--- src/rtl/power_emulator_host.sv ---
// power_emulator_host: host-side bus sequencer for the power emulator slave.
// Runs start/wait/fin, reads both result words, clears control, returns 64 bits.
module power_emulator_host #(
    parameter int RD_LAT = 1,
    parameter int CNT_W  = 16
) (
    input  logic             clk,
    input  logic             reset_n,
    input  logic             cmd_valid,
    output logic             cmd_ready,
    input  logic [CNT_W-1:0] cmd_cycles,
    output logic             res_valid,
    input  logic             res_ready,
    output logic [63:0]      res_data,
    output logic             busy,
    output logic             m_read,
    output logic             m_write,
    output logic [1:0]       m_addr,
    output logic [31:0]      m_wdata,
    input  logic [31:0]      m_rdata
);

    localparam int LAT_W = (RD_LAT > 1) ? $clog2(RD_LAT) : 1;
    localparam logic [LAT_W-1:0] LAT_LOAD = LAT_W'(RD_LAT - 1);

    localparam logic [3:0] S_IDLE     = 4'd0;
    localparam logic [3:0] S_WR_START = 4'd1;
    localparam logic [3:0] S_WAIT     = 4'd2;
    localparam logic [3:0] S_WR_FIN   = 4'd3;
    localparam logic [3:0] S_RD_HI    = 4'd4;
    localparam logic [3:0] S_WAIT_HI  = 4'd5;
    localparam logic [3:0] S_RD_LO    = 4'd6;
    localparam logic [3:0] S_WAIT_LO  = 4'd7;
    localparam logic [3:0] S_WR_CLR   = 4'd8;
    localparam logic [3:0] S_RESP     = 4'd9;

    logic [3:0]       state;
    logic [3:0]       state_nx;
    logic [CNT_W-1:0] run_cnt;
    logic [LAT_W-1:0] lat_cnt;

    assign cmd_ready = (state == S_IDLE);
    assign busy      = (state != S_IDLE);
    assign res_valid = (state == S_RESP);

    // Next-state sequencing through the fixed command script.
    always_comb begin
        state_nx = state;
        case (state)
            S_IDLE:     if (cmd_valid) state_nx = S_WR_START;
            S_WR_START: state_nx = (run_cnt == '0) ? S_WR_FIN : S_WAIT;
            S_WAIT:     if (run_cnt <= CNT_W'(1)) state_nx = S_WR_FIN;
            S_WR_FIN:   state_nx = S_RD_HI;
            S_RD_HI:    state_nx = S_WAIT_HI;
            S_WAIT_HI:  if (lat_cnt == '0) state_nx = S_RD_LO;
            S_RD_LO:    state_nx = S_WAIT_LO;
            S_WAIT_LO:  if (lat_cnt == '0) state_nx = S_WR_CLR;
            S_WR_CLR:   state_nx = S_RESP;
            S_RESP:     if (res_ready) state_nx = S_IDLE;
            default:    state_nx = S_IDLE;
        endcase
    end

    // Bus strobes decoded from state so reset drops them immediately.
    always_comb begin
        m_read  = 1'b0;
        m_write = 1'b0;
        m_addr  = 2'd0;
        m_wdata = 32'd0;
        case (state)
            S_WR_START: begin
                m_write = 1'b1;
                m_wdata = 32'h1;
            end
            S_WR_FIN: begin
                m_write = 1'b1;
                m_wdata = 32'h3;
            end
            S_RD_HI: begin
                m_read = 1'b1;
                m_addr = 2'd2;
            end
            S_RD_LO: begin
                m_read = 1'b1;
                m_addr = 2'd3;
            end
            S_WR_CLR: m_write = 1'b1;
            default: ;
        endcase
    end

    // State, run/latency counters and result capture.
    always_ff @(posedge clk or negedge reset_n) begin
        if (!reset_n) begin
            state    <= S_IDLE;
            run_cnt  <= '0;
            lat_cnt  <= '0;
            res_data <= 64'd0;
        end else begin
            state <= state_nx;
            if (state == S_IDLE && cmd_valid)
                run_cnt <= cmd_cycles;
            else if (state == S_WAIT && run_cnt != '0)
                run_cnt <= run_cnt - CNT_W'(1);
            if (state == S_RD_HI || state == S_RD_LO)
                lat_cnt <= LAT_LOAD;
            else if ((state == S_WAIT_HI || state == S_WAIT_LO) && lat_cnt != '0)
                lat_cnt <= lat_cnt - LAT_W'(1);
            if (state == S_WAIT_HI && lat_cnt == '0)
                res_data[63:32] <= m_rdata;
            if (state == S_WAIT_LO && lat_cnt == '0)
                res_data[31:0] <= m_rdata;
        end
    end

endmodule

--- config.mk ---
export PLATFORM = sky130hd
export DESIGN_NAME = power_emulator_host
export DESIGN_NICKNAME = d
export VERILOG_FILES = /design/src/rtl/power_emulator_host.sv
export SDC_FILE = /design/constraint.sdc
export NUM_CORES = 1
export LEC_CHECK = 0
export CORE_ASPECT_RATIO = 1.25
export CORE_MARGIN = 2
export CORE_UTILIZATION = 40
export CTS_BUF_LIST = sky130_fd_sc_hd__clkbuf_4 sky130_fd_sc_hd__clkbuf_8
export DETAILED_ROUTE_END_ITERATION = 16
export PLACE_DENSITY_LB_ADDON = 0.3
export SLEW_MARGIN = 20
export SYNTH_ARGS = -nofsm -noshare
export SYNTH_HDL_FRONTEND = slang
export SYNTH_SLANG_ARGS = --single-unit
--- constraint.sdc ---
create_clock -name clk -period 2.1 [get_ports clk]
set_input_delay 0.525 -clock clk [delete_from_list [all_inputs] [get_ports clk]]
set_output_delay 0.525 -clock clk [all_outputs]
set_load 0.01 [all_outputs]
==> results by group <==
Outcome
  – Status: finished clean

STA
  – Minimum clock period after layout: 2.02 ns
  – Period utilisation layout: 96.3%
  – Final Setup Violations: 0
  – FMAX: 494 MHz
  – Setup tns final: 0 ns
  – RSZ-0062 raised after global routing: yes
  – Skew final: 0.00955 ns
  – Hold Violations, Final: 0
  – Slew Viols, Final: 0

Final layout
  – Final Util: 59.2%
  – FF+latch area: 2130 µm²
  – Fraction of layout cells with a size suffix above 1: 28.2%
  – Fin nets: 536
  – Fillers: 811
  – Diode count: 0
  – Multi-input gate area: 1700 µm²
  – Syn-to-layout area delta: 43.9%

Setup path
  – Most used cell, CP: buf_4
  – Setup crit start kind: flip-flop
  – WS Path Type: flip-flop to flip-flop
  – CP Buf/Inv Count: 4
  – Critical-path cell list: buf_4, buf_4, nor4b_4, buf_4, nand4_1, buf_4, a211oi_1, a21oi_1, a21oi_1
  – Delay-heaviest family, CP: buffers and inverters
  – Worst Path Required: 2.35 ns
  – Crit end category: flip-flop
  – Crit path DAT: 2.27 ns
  – Critical R2R Launch: state[2]
  – CP Max Fanout: 6
  – Slowest CP cell: dfrtp_2
  – R2R Path End: run_cnt[6]
  – R2r setup slk: 0.08 ns
  – Crit-path max cell delay: 0.44 ns
  – FF-to-FF path depth: 9

CTS
  – CTS clk-pin slew, worst paths: 0.09 ns
  – Worst-Skew Late Latency: 0.35 ns
  – Buffer depth of the longest clock path: 2
  – Cts hold-fix bufs: 0
  – Clock Tree Root: clkbuf_8
  – CTS Buf Count: 9
  – H-tree depth: 3
  – TritonCTS clock tree: done
  – Sink Count: 85

Pwr
  – Peak VDD IR: 0.000812 V
  – Comb pwr share: 50.1%
  – Sw Pwr: 2.83 mW
  – Seq pwr share: 35.8%
  – Net Sw Frac: 33.8%
  – Power Density: 1460 nW/µm²
  – Clock power frac: 14.1%
  – P_int: 5.53 mW
  – Leak: 2.39 nW

Yosys
  – Post-synthesis adder-cell area fraction: 0.944%
  – Post-Syn Area per Cell: 12.0 µm²
  – Mux contribution to synthesized area: 18.7%
  – Unique masters post-synth: 40
  – Sequential share of the synthesized area: 53.5%
  – Synthesized flop and latch total: 85
  – Simple-gate share of the synthesized area: 11.7%
  – Synth Instances: 331
  – Synth Area in Compound Gates: 4.72%
  – Warnings from Yosys: 0
  – Largest family of logic cells by synthesized area: multiplexers
  – Mapped Area: 3980 µm²
  – Post-Synth XOR/XNOR Area: 2.42%

Placed design
  – DP HPWL: 6.44 mm
  – Port buffer count: 124
  – Final GP Congestion: 0.829

Floorplanning
  – Row cnt: 40
  – DIE AREA: 10,800 µm²
  – Initial core utilization: 41.2%
  – Die W: 93.2 µm
  – Core area: 9660 µm²
  – IO Count: 155
  – Die Span Y: 115 µm

GRT
  – Total GRT Usage: 17.6%
  – Gr ovfl total: 0
  – Largest net degree at the start of global routing: 53
  – Vias in the first global route: 3,137
  – First-pass GRT wire length: 14.9 mm
  – Antenna violations before repair: 0

Route
  – Detailed Route WL: 9.04 mm
  – Via density: 4.85
  – Routed vias: 2,970
  – DRC: 0
  – TritonRoute pass-1 iters: 6
  – Initial DRC Count: 92
  – Post-DRT Antenna Nets: 0
  – Drt wl/cell: 14.8 µm

Hold path
  – Min-delay worst type: primary input to async pin

Flow run
  – Maxcap violations: 0
-- synthesized netlist by cell type (all sizes together) --
cell type   n  area (µm²)
dfrtp      85        2130
mux2       65         732
buf        39         273
nor2       26        97.6
a21oi      21         105
nor3       14        70.1
xnor2      11        96.3
nand2       8        30.0
clkbuf      7        26.3
inv         5        18.8
nor4        5        46.3
o21ai       5        25.0
nor4b       4        50.1
ha          3        37.5
or3         3        18.8
or4         3        27.5
a31oi       2        12.5
and2        2        12.5
and3        2        12.5
and3b       2        17.5
nand2b      2        12.5
nand4       2        12.5
nor3b       2        15.0
o211ai      2        15.0
or4b        2        20.0
a211oi      1        7.51
a21boi      1        7.51
conb        1        3.75
mux2i       1        10.0
nand3       1        5.00
nand3b      1        7.51
nor2b       1        8.76
o21a        1        7.51
o31ai       1        7.51
-- cell families (layout without fill, tap and decap cells) --
family	after synthesis	after routing
mux	66	66
fa+ha+maj	3	3
buf+inv	51	177
simple gates	80	80
flops	85	85
compound gates	34	34
xor+xnor	11	11
other cells	1	30
-- power groups by stage --
stage | combinational [mW] | sequential, mW | clock, mW
after floorplan | 1.74 | 3.25 | 0
after global placement | 3.94 | 3.02 | 0
after detailed placement | 4.00 | 3.06 | 0
after CTS | 4.16 | 2.99 | 1.23
after global routing | 4.55 | 3.10 | 1.30
final | 4.19 | 2.99 | 1.18
-- worst reg2reg max path: stages, from the launching register on --
cell,delay [ns]
dfrtp_2,0.44
buf_4,0.16
buf_4,0.14
nor4b_4,0.27
buf_4,0.19
nand4_1,0.11
buf_4,0.18
a211oi_1,0.20
a21oi_1,0.06
a21oi_1,0.19
-- metrics by stage --
stage                     cell area, µm²  power [mW]  cells  worst slack [ns]  hold slack [ns]
after floorplan                     4100        4.99    360           0.00280            0.229
after global placement              5380        6.96    582            0.0711            0.474
after detailed placement            5380        7.06    582            0.0508            0.481
after CTS                           5650        8.38    608            0.0264            0.126
after global routing                5720        8.95    612          -0.00872            0.131
final                               5720        8.36    612            0.0772            0.119
-- worst max-delay path by stage --
stage                     cells after the start        start          to  slack (ns)
after global placement                        3     state[0]  m_wdata[1]        0.07
after global routing                          8     state[2]  run_cnt[7]      -0.009
final                                         9     state[2]  run_cnt[6]        0.08
after CTS                                     5     state[0]     m_write        0.03
after floorplan                               7   run_cnt[0]  run_cnt[1]       0.003
after detailed placement                      6  run_cnt[13]  run_cnt[6]        0.05
-- cells in the final DEF (no fill, tap or decap), drive strengths merged, types with 3 or more instances in the layout --
cell	n
dfrtp	85
nand2	8
xnor2	11
nor4	5
dlygate4sd2	6
nor2	26
o21ai	5
clkdlybuf4s15	3
conb	30
or4	3
a21oi	21
or3	3
clkdlybuf4s50	114
ha	3
nor3	14
mux2	65
buf	32
inv	7
clkbuf	11
nor4b	4
-- per-layer routing --
metal / up-vias / share of wire, % / GRT usage [%]
li1: 1395 / - / -
met1: 1453 / 38 / 19.8
met2: 110 / 51 / 30.0
met3: 12 / 9.4 / 7.87
met4: 0 / 1.2 / 5.88
met5: - / 0 / 0
-- sequential cells by signal, indices dropped and copies added, names as in the netlist --
signal and flops:
state 4, res_data 64, lat_cnt 1, run_cnt 16
-- repair_timing --
| action | in CTS | in global routing |
|---|---|---|
| pin swaps | 1 | 1 |
| buffers inserted | 10 | 4 |
| endpoints found under the setup margin | 9 | 13 |
| gates resized for setup | 15 | 12 |
-- cell type report --
| type | count | share of cell area [%] |
|---|---|---|
| sequential | 85 | 37.3 |
| multi-input combinational | 224 | 29.8 |
| timing repair buffer | 156 | 26.4 |
| tap | 126 | 2.76 |
| clock buffer | 10 | 2.30 |
| clock inverter | 6 | 1.22 |
| inverter | 5 | 0.328 |
No activity file was read; power rests on OpenSTA's default activity.
==> variant 1: new RTL, config.mk and constraints unchanged <==
Change the parameter `CNT_W` from 16 to 24.
--- a/src/rtl/power_emulator_host.sv
+++ b/src/rtl/power_emulator_host.sv
@@ -2,7 +2,7 @@
 // Runs start/wait/fin, reads both result words, clears control, returns 64 bits.
 module power_emulator_host #(
     parameter int RD_LAT = 1,
-    parameter int CNT_W  = 16
+    parameter int CNT_W  = 24
 ) (
     input  logic             clk,
     input  logic             reset_n,
Ports: changed (resized cmd_cycles); port bits go from 155 to 163. No check against the original RTL was run, so the function may have changed too.
==> variant 1 against the original RTL <==
  * The run now ends with setup timing left
  * Worst setup slack worse by 0.45 ns
  * Wire length grew 35%
  * Sequential share of layout area shrank 2.6 points
  * Via count is 25% higher
  * Synthesized area increased by 13%
  * Total power rose by 12%
  * Design area grew 18%
  * Sequential cell count is 8 higher
  * Die area up 12%
  * Largest power group unchanged
  * Highest routed layer unchanged
==> variant 1: results (changes against the original RTL) <==
[routing]
wl_per_cell_um=17.0  ; +15%
drt_first_pass_iters=4  ; -2
violation_count_after_the_first_detailed_routing_iteration=158  ; +72%
num_vias=3725  ; +25%

[global_routing]
first_pass_grt_wire_length_um=19200  ; +28%
grt_use_total_pct=20.0  ; +2.3 points
grt_max_degree=94  ; +77%

[worst_setup_path]
crit_family=simple AND/OR/NAND/NOR gates
r2r.worst_path.cells=8  ; -1
cpPeakStageDelay_ns=0.54  ; +0.10 ns
highest_net_fanout_along_the_worst_path=10  ; +4
crit_start=run_cnt[5]$_DFFE_PN0P_
worst_path_max_delay_cell=sky130_fd_sc_hd__or4_4
crit_end=run_cnt[8]$_DFFE_PN0P_
worst-endpoint-arrival_ns=2.70  ; +0.43 ns

[finish]
final_layout_size_suffix_gt1_share_pct=34.2  ; +6.0 points
largestRegisters=res_data: 64 flops, run_cnt: 24 flops, state: 4 flops
final_cells=714  ; +17%
design.final.nets=638  ; +19%

[power]
vdd_drop_max_mv=0.859  ; +5.8%
power_leakage_nw=2.79  ; +17%

[placement]
detailed_place.area_um2=6190  ; +15%
gp_congestion=0.888  ; +7.0%
placed_cells=683  ; +17%
detailed_place_hpwl_um=8370  ; +30%

[yosys]
yosys-top-cells-count=93 x sky130_fd_sc_hd__dfrtp_1, 64 x sky130_fd_sc_hd__mux2_2, 33 x sky130_fd_sc_hd__buf_4
syn-mean-instance-area_um2=11.6  ; -3.6%
synth_area_leaders=sky130_fd_sc_hd__dfrtp_1 52%, sky130_fd_sc_hd__mux2_2 16%, sky130_fd_sc_hd__buf_4 5.5%
ys_seq_area_share_pct=51.8  ; -1.7 points
synth.distinct_cells=50  ; +25%
yosys_warnings=0  ; unchanged

[outcome]
run_status=finished with violations
violations=setup timing

[timing]
worst-slew-pin-transition_ns=0.518
fin_ws_ns=-0.378  ; -0.455 ns
setup_viol=27  ; +27
clock-skew-final_ns=0.0145  ; +0.00497 ns

-- variant 1: layout make-up --
class,count,area [um^2]
inverters,6,25.0
well taps,135,169
multi-input cells,266,2060
flip-flops and latches,93,2330
clock buffers,11,151
fillers,908,4310
repair buffers,199,1930
clock inverters,4,55.1
-- variant 1: kinds of logic (layout without fill, tap and decap cells) --
| family | count (synthesis) | count (layout) | synth area share (%) |
|---|---|---|---|
| flip-flops | 93 | 93 | 51.8 |
| AND/OR/NAND/NOR | 110 | 110 | 14.5 |
| AO/OA/AOI/OAI | 58 | 58 | 8.38 |
| XOR/XNOR | 1 | 1 | 0.195 |
| multiplexers | 64 | 64 | 16.0 |
| adder cells (fa/ha/maj) | 3 | 3 | 0.836 |
| other | 1 | 30 | 0.0835 |
| buffers and inverters | 58 | 220 | 8.11 |
-- variant 1: metrics by stage --
stage	setup slack, ns	setup TNS (ns)	hold WS [ns]	utilization (%)
finish	-0.378	-8.64	0.187	61.0
global route	-0.458	-11.02	0.197	61.0
CTS	-0.351	-7.94	0.196	58.9
detailed placement	-0.373	-8.34	0.493	56.2
global placement	-0.330	-5.99	0.487	56.2
floorplan	-0.313	-5.33	0.229	-
-- variant 1: repair_timing --
item / in CTS / in global routing
cloned: 1 / 2
setup buffers: 5 / 8
hold endpoints to repair: 0 / 0
pin swaps: 10 / 8
endpoints found under the setup margin: 65 / 62
resized for setup: 46 / 39
-- variant 1: layer usage --
layer,GRT usage [%],share of wire (%),vias up
met2,34.4,49,150
met4,6.25,2.5,0
li1,-,-,1720
met3,8.31,10,24
met1,22.6,38,1831
met5,0,0,-
-- variant 1: power breakdown --
part           switching, mW  internal (mW)
Sequential             0.544           2.69
Combinational           2.01           2.87
Clock                  0.632          0.616
==> variant 2: new RTL, same settings <==
Made on the original files. Make the reset (`reset_n`) synchronous in one clocked block.
--- a/src/rtl/power_emulator_host.sv
+++ b/src/rtl/power_emulator_host.sv
@@ -90,7 +90,7 @@
     end
 
     // State, run/latency counters and result capture.
-    always_ff @(posedge clk or negedge reset_n) begin
+    always_ff @(posedge clk) begin
         if (!reset_n) begin
             state    <= S_IDLE;
             run_cnt  <= '0;
Check against the original RTL: differs if reset_n is asserted again (counterexample within 4 cycles, from zero or initial values and one cycle with reset_n low); with reset_n held inactive, the same outputs for 10 cycles.
==> variant 2 against the original RTL <==
  * Count of clock-buffer cells in the layout did not move
  * Maximum frequency increased by 5.3%
  * Sequential share of layout area is 5.3 points lower
  * Register-to-register slack better by 0.13 ns
  * First-iteration DRC count is 18% higher
  * Worst setup slack better by 0.10 ns
  * Sequential cell count did not move
  * Design area decreased by 6.7%
  * Wire length up 11%
  * Synthesized area shrank 3.6%
  * Critical endpoint is now res_valid
Power is not compared: it rests on default switching activity, and its combinational part moved more than twofold at a synthesized area within 25%.
==> variant 2: results (changes against the original RTL) <==
[yosys]
postSynth.asyncResetShare_pct=0  ; -100 points
ys_seq_area_share_pct=44.4  ; -9.1 points
synth_area_leaders=sky130_fd_sc_hd__dfxtp_1 44%, sky130_fd_sc_hd__nand2_1 14%, sky130_fd_sc_hd__a21oi_1 10%
syn-mean-instance-area_um2=7.90  ; -34%
synth.distinct_cells=50  ; +25%
yosys-top-cells-count=140 x sky130_fd_sc_hd__nand2_1, 85 x sky130_fd_sc_hd__dfxtp_1, 77 x sky130_fd_sc_hd__a21oi_1
synth-main-ff-cell=sky130_fd_sc_hd__dfxtp_1

[hold_path]
timing.hold.worst.class=register to register
hold_path_depth=2

[timing]
clock-skew-final_ns=0.00702  ; -0.00253 ns
whs_ns=0.457  ; +0.339 ns
fin_ws_ns=0.180  ; +0.103 ns

[routing]
wl_per_cell_um=13.8  ; -6.3%
violation_count_after_the_first_detailed_routing_iteration=109  ; +18%
num_vias=3581  ; +21%
drt_first_pass_iters=4  ; -2

[placement]
place_worst_setup_slack_ns=-0.0310  ; -0.0818 ns
detailed_place_hpwl_um=7120  ; +11%
placed_cells=712  ; +22%
detailed_place.area_um2=5090  ; -5.2%
gp_congestion=0.845  ; +1.9%

[global_routing]
gr_util_met3_pct=7.53  ; -0.34 points
first_pass_grt_wire_length_um=16300  ; +9.0%
via_count_of_the_first_global_routing_pass=3473  ; +11%
grt_max_degree=47  ; -11%
groute.layer.met1.usage_pct=21.1  ; +1.3 points
grt_use_total_pct=19.4  ; +1.7 points
globalRouteMet2Util_pct=33.8  ; +3.7 points

[worst_setup_path]
crit_end=res_valid
worst_path_max_delay_cell=sky130_fd_sc_hd__dfxtp_1
reg2reg_from=run_cnt[0]$_SDFFE_PN0P_
highest_net_fanout_along_the_worst_path=4  ; -2
r2r.worst_path.cells=6  ; -3
timing.reg2reg.setup_slack_ns=0.21  ; +0.13 ns
reg2reg_end=run_cnt[1]$_SDFFE_PN0P_
cpPeakStageDelay_ns=0.32  ; -0.12 ns
crit_start=state[1]$_SDFFE_PN0P_
worst-endpoint-arrival_ns=1.40  ; -0.87 ns
crit_family=simple AND/OR/NAND/NOR gates

[finish]
final_cells=727  ; +19%
design.final.nets=655  ; +22%
top_register=res_data
total_of_fill_cells_in_the_finished_design=836  ; +3.1%
n_antenna_cell=0  ; unchanged

[clock_tree]
cts.repair_timing.setup_buffer_count=0  ; -10

[outcome]
run_status=finished clean

-- variant 2: area by class of cell --
type / instances / area (um^2) / share of cell area [%]
Clock buffer: 10 / 131 / 2.46
Clock inverter: 5 / 85.1 / 1.59
Inverter: 7 / 26.3 / 0.492
Multi-Input combinational cell: 359 / 1870 / 35.1
Sequential cell: 85 / 1710 / 32.0
Tap cell: 123 / 154 / 2.88
Timing Repair Buffer: 138 / 1360 / 25.5
-- variant 2: logic make-up after synthesis --
family	after synthesis	share of synthesized area (%)
flops	85	44.4
fa+ha+maj	3	0.980
buf+inv	70	10.3
simple gates	195	22.8
xor+xnor	6	1.37
other cells	1	0.0978
mux	4	1.18
compound gates	121	18.9
-- variant 2: power by group --
group,internal (mW),switching [mW]
registers,1.75,0.164
clock network,0.683,0.581
logic,0.700,0.879
total,3.13,1.62
-- variant 2: metal layers --
layer	vias up	wire length, um
met3	10	845
met4	0	141
met2	113	5150
li1	1799	-
met1	1659	3930
met5	-	0
